<file path="src/rtl/ffsr_pulse_pkg.sv">
// Shared types and helpers for the ffsr_pulse scheduler: FSM state encoding
// and the binary-to-thermometer conversion used for reg_init and shadow checks.
package ffsr_pulse_pkg;

  localparam int THERM_MAX = 64;

  typedef enum logic [2:0] {
    S_INIT,
    S_IDLE,
    S_STEP,
    S_LOAD,
    S_ACK
  } state_t;

  // Value v sets the v least-significant bits; callers truncate to their width,
  // which on a [0:N-1] vector places the ones at indices N-v..N-1.
  function automatic logic [THERM_MAX-1:0] therm(input int value);
    logic [THERM_MAX-1:0] t;
    for (int i = 0; i < THERM_MAX; i++) begin
      t[i] = (i < value);
    end
    return t;
  endfunction

endpackage

</file>
<file path="src/rtl/rr_arbiter.sv">
// Round-robin arbiter: the first asserted request at or after ptr wins.
// Purely combinational; gnt is one-hot, any flags a valid winner.
module rr_arbiter #(
  parameter int NUM_REQ = 4,
  parameter int ID_W    = (NUM_REQ > 1) ? $clog2(NUM_REQ) : 1
) (
  input  logic [NUM_REQ-1:0] req,
  input  logic [ID_W-1:0]    ptr,
  output logic [NUM_REQ-1:0] gnt,
  output logic [ID_W-1:0]    gnt_id,
  output logic               any
);

  logic [NUM_REQ-1:0] req_rot;
  logic [ID_W:0]      sum;

  always_comb begin
    gnt     = '0;
    gnt_id  = '0;
    any     = 1'b0;
    sum     = '0;
    // Rotate so bit 0 is the requester ptr points at.
    req_rot = NUM_REQ'({req, req} >> ptr);
    for (int k = 0; k < NUM_REQ; k++) begin
      if (!any && req_rot[k]) begin
        any = 1'b1;
        sum = {1'b0, ptr} + (ID_W+1)'(k);
        if (sum >= (ID_W+1)'(NUM_REQ)) begin
          sum = sum - (ID_W+1)'(NUM_REQ);
        end
        gnt_id = sum[ID_W-1:0];
      end
    end
    if (any) begin
      gnt = NUM_REQ'(1) << gnt_id;
    end
  end

endmodule

</file>
<file path="src/rtl/ffsr_pulse_sched.sv">
// Shares one thermometer register among NUM_REQ requesters, stepping or
// jumping it to each granted target and shadowing its level in binary.
module ffsr_pulse_sched
  import ffsr_pulse_pkg::*;
#(
  parameter int INPUT_SIZE = 8,
  parameter int NUM_REQ    = 4,
  parameter int CNT_W      = $clog2(INPUT_SIZE + 1),
  parameter int ID_W       = (NUM_REQ > 1) ? $clog2(NUM_REQ) : 1
) (
  input  logic                     clk,
  input  logic                     rst,
  input  logic [NUM_REQ-1:0]       req,
  input  logic [NUM_REQ*CNT_W-1:0] req_target,
  input  logic [NUM_REQ-1:0]       req_load,
  input  logic [0:INPUT_SIZE-1]    reg_out,
  output logic                     reg_rst,
  output logic                     reg_inc,
  output logic                     reg_dec,
  output logic [0:INPUT_SIZE-1]    reg_init,
  output logic [NUM_REQ-1:0]       ack,
  output logic [ID_W-1:0]          grant_id,
  output logic                     busy,
  output logic [CNT_W-1:0]         level,
  output logic                     mismatch
);

  state_t             state_q, state_d;
  logic [CNT_W-1:0]   level_q, level_d;
  logic [CNT_W-1:0]   target_q, target_d;
  logic [ID_W-1:0]    ptr_q, ptr_d;
  logic [ID_W-1:0]    grant_id_q, grant_id_d;
  logic               mismatch_q, mismatch_d;

  logic [NUM_REQ-1:0] arb_gnt;
  logic [ID_W-1:0]    arb_id;
  logic               arb_any;
  logic [CNT_W-1:0]   sel_target;
  logic               sel_load;
  logic [0:INPUT_SIZE-1] lvl_therm;
  logic [0:INPUT_SIZE-1] tgt_therm;

  rr_arbiter #(
    .NUM_REQ (NUM_REQ),
    .ID_W    (ID_W)
  ) u_arb (
    .req    (req),
    .ptr    (ptr_q),
    .gnt    (arb_gnt),
    .gnt_id (arb_id),
    .any    (arb_any)
  );

  always_comb begin
    sel_target = '0;
    sel_load   = 1'b0;
    for (int i = 0; i < NUM_REQ; i++) begin
      if (arb_gnt[i]) begin
        sel_target = req_target[i*CNT_W +: CNT_W];
        sel_load   = req_load[i];
      end
    end
    if (sel_target > CNT_W'(INPUT_SIZE)) begin
      sel_target = CNT_W'(INPUT_SIZE);
    end
    lvl_therm = INPUT_SIZE'(therm(int'(level_q)));
    tgt_therm = INPUT_SIZE'(therm(int'(target_q)));
  end

  always_comb begin
    state_d    = state_q;
    level_d    = level_q;
    target_d   = target_q;
    ptr_d      = ptr_q;
    grant_id_d = grant_id_q;
    mismatch_d = mismatch_q;
    unique case (state_q)
      S_INIT: begin
        state_d = S_IDLE;
      end
      S_IDLE: begin
        if (reg_out != lvl_therm) begin
          mismatch_d = 1'b1;
        end
        if (arb_any) begin
          target_d   = sel_target;
          grant_id_d = arb_id;
          state_d    = sel_load ? S_LOAD : S_STEP;
        end
      end
      S_STEP: begin
        if (level_q < target_q) begin
          level_d = level_q + 1'b1;
        end else if (level_q > target_q) begin
          level_d = level_q - 1'b1;
        end else begin
          state_d = S_ACK;
        end
      end
      S_LOAD: begin
        level_d = target_q;
        state_d = S_ACK;
      end
      S_ACK: begin
        ptr_d   = (grant_id_q == ID_W'(NUM_REQ - 1)) ? '0 : grant_id_q + 1'b1;
        state_d = S_IDLE;
      end
      default: begin
        state_d = S_INIT;
      end
    endcase
  end

  always_ff @(posedge clk or negedge rst) begin
    if (!rst) begin
      state_q    <= S_INIT;
      level_q    <= '0;
      target_q   <= '0;
      ptr_q      <= '0;
      grant_id_q <= '0;
      mismatch_q <= 1'b0;
    end else begin
      state_q    <= state_d;
      level_q    <= level_d;
      target_q   <= target_d;
      ptr_q      <= ptr_d;
      grant_id_q <= grant_id_d;
      mismatch_q <= mismatch_d;
    end
  end

  // Register controls are decoded from state so they are glitch-free and
  // mutually exclusive by construction.
  always_comb begin
    reg_rst  = (state_q == S_INIT) || (state_q == S_LOAD);
    reg_init = (state_q == S_LOAD) ? tgt_therm : '0;
    reg_inc  = (state_q == S_STEP) && (level_q < target_q);
    reg_dec  = (state_q == S_STEP) && (level_q > target_q);
    ack      = (state_q == S_ACK) ? (NUM_REQ'(1) << grant_id_q) : '0;
    busy     = (state_q != S_IDLE);
  end

  assign grant_id = grant_id_q;
  assign level    = level_q;
  assign mismatch = mismatch_q;

endmodule

</file>
<file path="config.mk">
export PLATFORM = sky130hd
export DESIGN_NAME = ffsr_pulse_sched
export DESIGN_NICKNAME = d
export VERILOG_FILES = /design/src/rtl/ffsr_pulse_pkg.sv /design/src/rtl/rr_arbiter.sv /design/src/rtl/ffsr_pulse_sched.sv
export SDC_FILE = /design/constraint.sdc
export NUM_CORES = 1
export LEC_CHECK = 0
export ABC_CLOCK_PERIOD_IN_PS = 2700
export CAP_MARGIN = 20
export CORE_MARGIN = 10
export CORE_UTILIZATION = 45
export DETAILED_ROUTE_END_ITERATION = 6
export PLACE_DENSITY = 0.8
export SYNTH_ARGS = -nofsm -noshare
export SYNTH_HDL_FRONTEND = slang
export SYNTH_SLANG_ARGS = --single-unit
</file>
<file path="constraint.sdc">
create_clock -name clk -period 2.7 [get_ports clk]
set_input_delay 0.54 -clock clk [delete_from_list [all_inputs] [get_ports clk]]
set_output_delay 0.54 -clock clk [all_outputs]
set_load 0.005 [all_outputs]
</file>
==> results.md, run 1 <==
Status:
- The run finished with clean final reports.

Placed design:
- The final estimated routing congestion in global placement is roughly 0.86.
- Once detailed placement completed, the half-perimeter wirelength came to 4044 um.
- In this run the tool buffered the top-level ports with 56 buffer cells.
- The instance count after placement with tap cells included is 308.
- Prior to clock tree synthesis, the placed netlist has a worst setup slack of 0.1422 ns.

Setup path:
- The arrival time of the worst setup path is 1.97 ns.
- Along the worst path, the maximum fanout reaches 11.
- The maximum cell stage delay along the critical path is 0.53 ns.
- STA classifies the critical path startpoint as a flip-flop.
- STA classifies the critical path endpoint as a primary output.
- Among cell families on the critical path, the largest total delay comes from buffers and inverters.
- The cell with the largest stage delay on the worst path is sky130_fd_sc_hd__clkdlybuf4s50_1.
- Data on the critical path is required at its endpoint by ~2.2 ns.
- The number of buffers and inverters on the critical path is 1.
- Traced cell by cell, the critical path runs through nor2b_4 -> nand2_1 -> a21oi_1 -> clkdlybuf4s50_1.
- The class of the most critical setup path is reg2out.

Cells and area:
- From synthesis to final layout, the design area changed by 44.20%.
- The final layout contains between 300 and 400 nets.
- The repair_antennas step left the layout with diodes totalling 0.
- The core occupancy in the finished layout is 67.97%.
- The area taken by multi-input logic gates is 1104 um2.
- The filler cells instantiated in the layout total 311.
- The sequential cells in the finished layout cover a total of between 400 and 500 um2.
- After the flow finishes, the layout carries non-filler instances totaling 312.
- The ratio of cells with drive above 1 in the final layout is 10.90%.

STA:
- The worst setup margin is approximately 0.19 ns.
- For the finished layout, the period the worst path requires is roughly 2.5 ns.
- The clock arrives with about 0.0048 ns of skew.
- The slew of the pin with the lowest slew margin is 0.7294 ns.
- Setup repair after global routing left no endpoint under its margin.
- Setup violations remaining at the end of the flow were counted as 0.
- The final critical path takes up 93.08% of the cycle.
- The number of max-slew violations in the final report is 0.
- The minimum hold slack is ~0.57 ns.
- For this run, the top clock speed supported by timing is 0.3979 GHz.
- After routing, the total negative slack on setup checks comes to 0 ns.
- Headroom to the max-slew limit came out at 51.22%.
- The final count of hold timing violations is 0.

Pwr:
- The static power due to leakage is 0.0009795 uW.
- The maximum resistive drop on vdd is 0.4840 mV.
- In this run the power density over the cells is between 900 and 1000 nW/um2.

Synth:
- The proportion of synthesized flip-flops having asynchronous set or reset is 100.0%.
- Sorting the synthesized cells by area gives the leading types as sky130_fd_sc_hd__dfrtp_1 (25%), sky130_fd_sc_hd__ha_1 (8.7%), sky130_fd_sc_hd__a21oi_1 (6.6%), sky130_fd_sc_hd__nand2_1 (6.4%), sky130_fd_sc_hd__nor2_1 (4.3%).
- After technology mapping, the gate count stands at 203.
- The share of Yosys cell area claimed by the top area cell type is 25.26%.
- sky130_fd_sc_hd__nand2_1 is the most common cell in the netlist.
- Averaged over all synthesized cells, the footprint is 7.809 um2.
- Counting flops with a built-in enable in the synthesized netlist gives 0.
- The synthesized netlist occupies a cell area of 1585 um2.
- The fraction of the yosys area taken by sequential cells is 25.26%.
- The number of different library cells used by synthesis comes to 51.
- The main flop type after synthesis is sky130_fd_sc_hd__dfrtp_1.
- The number of nets in the synthesized netlist is ~250.
- By count the netlist is led by sky130_fd_sc_hd__nand2_1 (27), sky130_fd_sc_hd__a21oi_1 (21), sky130_fd_sc_hd__nor2_1 (18).
- For this run, the number of Yosys warnings is 0.
- The synthesized design contains 16 register bits.
- sky130_fd_sc_hd__dfrtp_1 takes more of the synthesized area than any other cell.

Routing:
- Detailed routing inserted a total of 1776 vias.
- The count of TritonRoute iterations in the first routing pass is 4.
- The routed length per placed instance is 15.73 um.
- The number of nets with antenna violations after routing is 0.
- After detailed routing, the number of remaining DRC violations is 0.
- The number of DRC violations after detailed-routing iteration 0 is 126.
- In the routed layout, each cell is associated on average with a via count of 5.692.
- Wires add up to 4908 um.

Floorplanning:
- In this run the count of I/O pins placed on the die edge is 57.
- Once the floorplan was initialized, standard cells occupied 47.14% of the core.
- In this run the vertical extent of the chip is just under 80 um.
- The floorplan step defined a die boundary enclosing 6297 um2.
- The x dimension of the die is 79.36 um.
- The area inside the core boundary is 3363 um2.
- The row count is 21.

Clock tree:
- TritonCTS built the clock tree.
- The clock reaches the later pin of the worst-skew pair after between 0.2 and 0.3 ns.
- The quantity of hold-fixing buffers added after cts is 0.
- In this run the number of H-tree levels came out at 1.
- The deepest clock path buffer count is 2.
- The TritonCTS buffer count is 3.
- The root buffer cell is sky130_fd_sc_hd__clkbuf_4.
- The clock drives 16 sinks.
- After clock tree synthesis, the clock-pin slew on the worst setup and hold paths is 0.09 ns.

Global route:
- The total overflow left after global routing is 0.
- The first global-routing pass estimated 8031 um of wire.
- The number of antenna violations at the first check in global routing was 0.
- The largest net degree at the start of global routing is 17.
- The via count of the first global-routing pass is between 1500 and 2000.
- The global-route total usage across every layer is 15.33%.

Worst hold path:
- The worst hold-check path type is reg2reg.

Flow run:
- The count of max-cap constraint violations is 0.
## per-layer routing
metal | track usage, % | vias to the layer above | wire, um
li1 | - | 885 | -
met1 | 18.65 | 827 | 2013
met2 | 26.59 | 60 | 2492
met3 | 4.392 | 4 | 382
met4 | 2.151 | 0 | 20
met5 | 0 | - | 0
## repair_timing
item	in CTS	in global routing
resized for setup	4	3
gates cloned	0	0
buffers inserted	1	0
setup endpoints to repair	2	4
## kinds of logic after synthesis
logic type | Yosys count | share of synthesized area (%)
compound gates | 70 | 31.25
simple gates | 76 | 23.28
buf+inv | 21 | 5.998
mux | 6 | 3.867
fa+ha+maj | 11 | 8.682
flops | 16 | 25.26
xor+xnor | 3 | 1.658
## area by class of cell
class	count	share of cell area (%)
flip-flops and latches	16	17.57
inverters	12	1.970
clock buffers	3	0.9852
multi-input cells	166	48.28
well taps	46	2.518
repair buffers	69	28.68
## flip-flops by register name, summed over array words and instances, names as in the netlist
name / cells
level: 4
target_q: 4
state_q: 3
grant_id: 2
ptr_q: 2
mismatch: 1
## metrics by stage
stage                     cell area (um2)  power, uW
after floorplan                      1585       1487
after global placement               2243       2085
after detailed placement             2243       2130
after CTS                            2282       2285
after global routing                 2286       2503
final                                2286       2280
## power by group
part | internal (uW) | switching (uW)
clock network | 51.8 | 74.0
registers | 345 | 137
logic | 827 | 846
## cell usage in the layout, fill, tap and decap left out, types with 3 or more instances in the layout
cell type,Yosys,layout
sky130_fd_sc_hd__clkdlybuf4s50_1,0,54
sky130_fd_sc_hd__nand2_1,27,27
sky130_fd_sc_hd__a21oi_1,21,21
sky130_fd_sc_hd__nor2_1,18,17
sky130_fd_sc_hd__dfrtp_1,16,15
sky130_fd_sc_hd__buf_4,1,13
sky130_fd_sc_hd__inv_1,11,11
sky130_fd_sc_hd__ha_1,11,11
sky130_fd_sc_hd__o22ai_1,9,9
sky130_fd_sc_hd__o21ai_1,6,7
sky130_fd_sc_hd__nand3_1,5,5
sky130_fd_sc_hd__o21ai_0,6,5
sky130_fd_sc_hd__mux2i_1,5,5
sky130_fd_sc_hd__and3_1,4,4
sky130_fd_sc_hd__nor3_1,4,4
sky130_fd_sc_hd__nand2b_1,3,3
sky130_fd_sc_hd__nor2b_1,3,3
sky130_fd_sc_hd__a221oi_1,3,3
sky130_fd_sc_hd__o31a_1,3,3
sky130_fd_sc_hd__a22oi_1,3,3
sky130_fd_sc_hd__clkbuf_4,0,3
## worst paths after layout
kind                                 start     endpoint  slack [ns]  depth (start not counted)
worst max-delay path            state_q[2]  reg_init[1]        0.19                          4
worst min-delay path            state_q[2]   state_q[1]        0.57                          1
worst max register to register    level[1]     level[2]        0.59                          6
worst min register to register  state_q[2]   state_q[1]        0.57                          1
max in group asynchronous              rst   state_q[2]        1.51                          1
min in group asynchronous              rst   state_q[0]        0.68                          1
Note: power is estimated with default switching activity, not from simulation.
==> run 2, diff against run 1 <==
--- a/config.mk
+++ b/config.mk
@@ -9,8 +9,9 @@
 export CAP_MARGIN = 20
 export CORE_MARGIN = 10
-export CORE_UTILIZATION = 45
+export CORE_UTILIZATION = 46
 export DETAILED_ROUTE_END_ITERATION = 6
-export PLACE_DENSITY = 0.8
+export PLACE_DENSITY = 0.81
 export SYNTH_ARGS = -nofsm -noshare
 export SYNTH_HDL_FRONTEND = slang
+export SYNTH_HIERARCHICAL = 1
 export SYNTH_SLANG_ARGS = --single-unit
==> constraint.sdc (replaced) <==
create_clock -name clk -period 2.7 [get_ports clk]
set_input_delay 0.27 -clock clk [delete_from_list [all_inputs] [get_ports clk]]
set_output_delay 0.27 -clock clk [all_outputs]
set_load 0.005 [all_outputs]
==> run 2 against run 1 <==
Against the previous run: first-iteration DRC count shrank 17%; synthesized area grew 4.8%; sequential share of layout area grew 0.30 points; total power shrank 3.6%; largest cell class unchanged; maximum frequency shrank 1.6%; largest power group unchanged; global-route usage shrank 0.71 points; sequential power grew 13%.
==> results.md, run 2 <==
Status:
- The flow ran to the end, and the final reports show no timing, DRC or antenna violations.

STA:
- Setup violations remaining at the end of the flow were counted as 0.
- Setup repair after global routing could not meet its margin everywhere.
- The worst slew slack as a fraction of its limit is 51.38%.
- The minimum period implied by the final worst setup slack is roughly 2.6 ns.
- Dividing the final minimum period by the clock period gives 94.61%.
- The clock skew is between 0.002 and 0.0025 ns.
- The number of max-slew violations in the final report came to 0.
- Derived from the worst setup path, the maximum achievable clock frequency is 0.3915 GHz.
- For the pin with the worst max-slew slack, the measured transition is roughly 0.73 ns.
- Once routing completed, OpenROAD measured the worst setup slack at between 0.1 and 0.15 ns.
- The final count of hold timing violations is 0.

Cells and area:
- The top cell types in the final layout, fill and taps aside, are sky130_fd_sc_hd__clkdlybuf4s50_1 (56), sky130_fd_sc_hd__nor2_1 (27), sky130_fd_sc_hd__a21oi_1 (20).
- Compared with the post-synthesis result, the final layout area differs by 36.97%.
- The number of fill cells in the layout is 310.
- In the final layout, the multi-input gates occupy 1122 um2.
- After the last flow step, the layout net total stands at roughly 310.
- The most common library cell in the layout ignoring fill and taps is sky130_fd_sc_hd__clkdlybuf4s50_1.
- The antenna diode count is 0.
- The flip-flop and latch area is 406.6 um2.
- The post-route netlist has 11.24% of its cells at a drive strength greater than 1.
- Cells fill 66.63% of the core in the end.
- The non-filler instance count after layout is 313.

Placed design:
- The post-DP HPWL is just under 4000 um.
- At the end of routability-driven placement, the weighted congestion stood at 0.8531.
- At the placement stage, the worst setup path has a slack of 0.2308 ns.
- The instance count after placement with tap cells included is 309.
- The number of port buffers is 56.

Setup path:
- In this run the worst path has a maximum fanout of 8.
- The kind of capture point of the worst setup path is a primary output.
- The element type at the critical path start is a flip-flop.
- Grouping stages by cell kind, the critical path spends the most delay in buffers and inverters.
- The critical path contains buffers and inverters numbering 2 combined.
- The worst endpoint required time is around 2.4 ns.
- On the worst path, the slowest cell contributes a delay of about 0.54 ns.
- The signal on the critical path passes through inv_1 -> ha_1 -> nand2b_1 -> a21oi_2 -> nor2_1 -> nor3_1 -> clkdlybuf4s50_1.
- The cell with the largest stage delay on the worst path is sky130_fd_sc_hd__clkdlybuf4s50_1.
- The arrival time of the worst setup path is 2.28 ns.
- The class of the most critical setup path is reg2out.

Floorplanning:
- The initial utilization of the core area, before any placement, comes to around 49%.
- The floorplan step defined a die boundary enclosing 6416 um2.
- The row count is 21.
- The area inside the core boundary is 3416 um2.
- Pin placement for this block handled 57 I/O pins.
- The x dimension of the die is 80.10 um.
- The die span in y is 80.10 um.

Routing:
- The number of nets with antenna violations after routing is 0.
- The via density per instance is around 5.6.
- The final wirelength is roughly 4700 um.
- In the routed design, unresolved DRC markers number 0.
- The total via count in the routed design is 1751.
- The count of TritonRoute iterations in the first routing pass is 4.
- The number of DRC violations after detailed-routing iteration 0 is 105.
- In the final routed layout, each cell accounts on average for 15.05 um.

Clock tree:
- TritonCTS built the clock tree.
- In this run the number of H-tree levels came out at 1.
- The TritonCTS buffer count is 3.
- The total clock sinks is 16.
- After clock tree synthesis, the clock-pin slew on the worst setup and hold paths is 0.09 ns.
- The insertion delay to the later sink of the worst-skew pair is around 0.29 ns.
- The root buffer cell is sky130_fd_sc_hd__clkbuf_4.
- No sink is reached through more buffers than the 2 on the longest clock path.

Synth:
- The main flop type after synthesis is sky130_fd_sc_hd__dfrtp_1.
- The number of nets handed over by synthesis was 260.
- Yosys attributes the largest share of cell area to sky130_fd_sc_hd__dfrtp_1 (24%), sky130_fd_sc_hd__ha_1 (9.0%), sky130_fd_sc_hd__nor2_1 (6.1%), sky130_fd_sc_hd__a21oi_1 (6.0%), sky130_fd_sc_hd__nand2_1 (4.3%).
- The mean post-synth cell area is 7.764 um2.
- Counting flops and latches in the post-synthesis netlist gives 16.
- The compound-gate portion of the synthesized area is 27.86%.
- The adder and majority cell fraction of the synthesized area is a little under a tenth.
- The cell type contributing the most total cell area after synthesis is sky130_fd_sc_hd__dfrtp_1.
- The parity-gate share of the synthesized area counting xor and xnor cells is 0.5271%.
- Synthesis instantiated 57 different standard cells from the library.
- The proportion of synthesized flip-flops having asynchronous set or reset is 100.0%.
- The fraction of the yosys area taken by sequential cells is approximately 24%.
- Of the post-synthesis cell area, the dominant cell type holds 24.10%.
- After synthesis, the most frequently instantiated cells are sky130_fd_sc_hd__nor2_1 (27), sky130_fd_sc_hd__a21oi_1 (20), sky130_fd_sc_hd__nand2_1 (19).
- The total standard cell area after synthesis is 1662 um2.
- After synthesis, the largest family of logic cells by area is compound AO/OA/AOI/OAI gates.
- The number of warnings printed during yosys synthesis is 6.
- The number of flops mapped to enable cells by yosys is 0.
- The share of synthesized area spent on multiplexers is about 3.3%.
- The area share of and/or/nand/nor cells after synthesis is 26.81%.
- By instance count, the leading cell after synthesis is sky130_fd_sc_hd__nor2_1.
- Synthesis handed over a netlist of 214 instances.

Pwr:
- The maximum resistive drop on vdd is 0.4213 mV.
- The cell area power density is 965.5 nW/um2.
- The static power due to leakage is 0.0009297 uW.

Global route:
- The via count of the first global-routing pass is 1688.
- The total global routing overflow is 0.
- Global routing used ~15% of the available tracks across all layers.
- The largest net degree at the start of global routing is 17.
- The number of antenna violations at the first check in global routing is 0.
- The first global-routing pass estimated a little under 8000 um of wire.

Worst hold path:
- The worst hold-check path type is in2async.

Flow run:
- The count of max-cap constraint violations is 0.
[run 2: cell types whose count changed in the layout (fill, tap and decap cells not counted), moves of 6 or more]
cell	before	now
sky130_fd_sc_hd__o22ai_1	9	2
sky130_fd_sc_hd__nand2_1	27	19
sky130_fd_sc_hd__nor2_1	17	27
sky130_fd_sc_hd__o21ai_0	5	11
sky130_fd_sc_hd__buf_4	13	4
[run 2: layer usage]
layer	GRT usage [%]	part of all wire [%]	vias to the layer above
met3	4.120	8.2	6
met2	25.20	48	71
li1	-	-	882
met1	17.15	43	792
met4	4.225	1.3	0
met5	0	0	-
[run 2: final cells by class]
type                            count  area share (%)
Timing Repair Buffer               60           25.95
Clock buffer                        4           1.594
Multi-Input combinational cell    171           49.31
Sequential cell                    16           17.87
Inverter                           16           2.749
Tap cell                           46           2.529
[run 2: worst reg2reg max path, stage by stage (launching register included)]
cell and delay (ns):
sky130_fd_sc_hd__dfrtp_1 0.53, sky130_fd_sc_hd__nor2_1 0.16, sky130_fd_sc_hd__a221oi_1 0.09, sky130_fd_sc_hd__nor2b_1 0.52, sky130_fd_sc_hd__o21ai_1 0.19, sky130_fd_sc_hd__or3_4 0.43, sky130_fd_sc_hd__o221ai_2 0.20
[run 2: cell families (layout without fill, tap and decap cells)]
family	after synthesis	count (layout)
buffers and inverters	27	80
multiplexers	5	5
AO/OA/AOI/OAI	67	67
AND/OR/NAND/NOR	86	86
flip-flops	16	16
XOR/XNOR	1	1
adder cells (fa/ha/maj)	12	12
[run 2: power by group]
group          switching (uW)  leakage (uW)  internal [uW]
clock                    75.5     0.0000210           82.1
combinational             770      0.000721            724
sequential                194      0.000187            352
[run 2: through the flow]
stage / area [um2] / power, uW / hold WS (ns) / TNS (ns)
5_1_grt: 2276 / 2423 / 0.4565 / -0.008427
6_report: 2276 / 2197 / 0.4083 / 0
4_1_cts: 2270 / 2207 / 0.4224 / 0
2_1_floorplan: 1662 / 1536 / -0.02559 / 0
3_3_place_gp: 2233 / 2001 / 0.5559 / 0
3_5_place_dp: 2233 / 2042 / 0.5626 / 0
[run 2: path summary, 6_finish.rpt]
check	start	endpoint	slack, ns	depth (start not counted)
min in group clk	target_q[3]	target_q[3]	0.56	2
worst min register to register	target_q[3]	target_q[3]	0.56	2
worst max-delay path	target_q[1]	reg_dec	0.15	7
worst min-delay path	rst	level[3]	0.41	1
worst max register to register	ptr_q[1]	target_q[2]	0.50	6
max in group asynchronous	rst	level[0]	1.79	1
[run 2: timing repair]
item | CTS | global route
hold buffers | 0 | 0
resized for setup | 0 | 5
buffers inserted | 0 | 0
endpoints found under the setup margin | 0 | 2
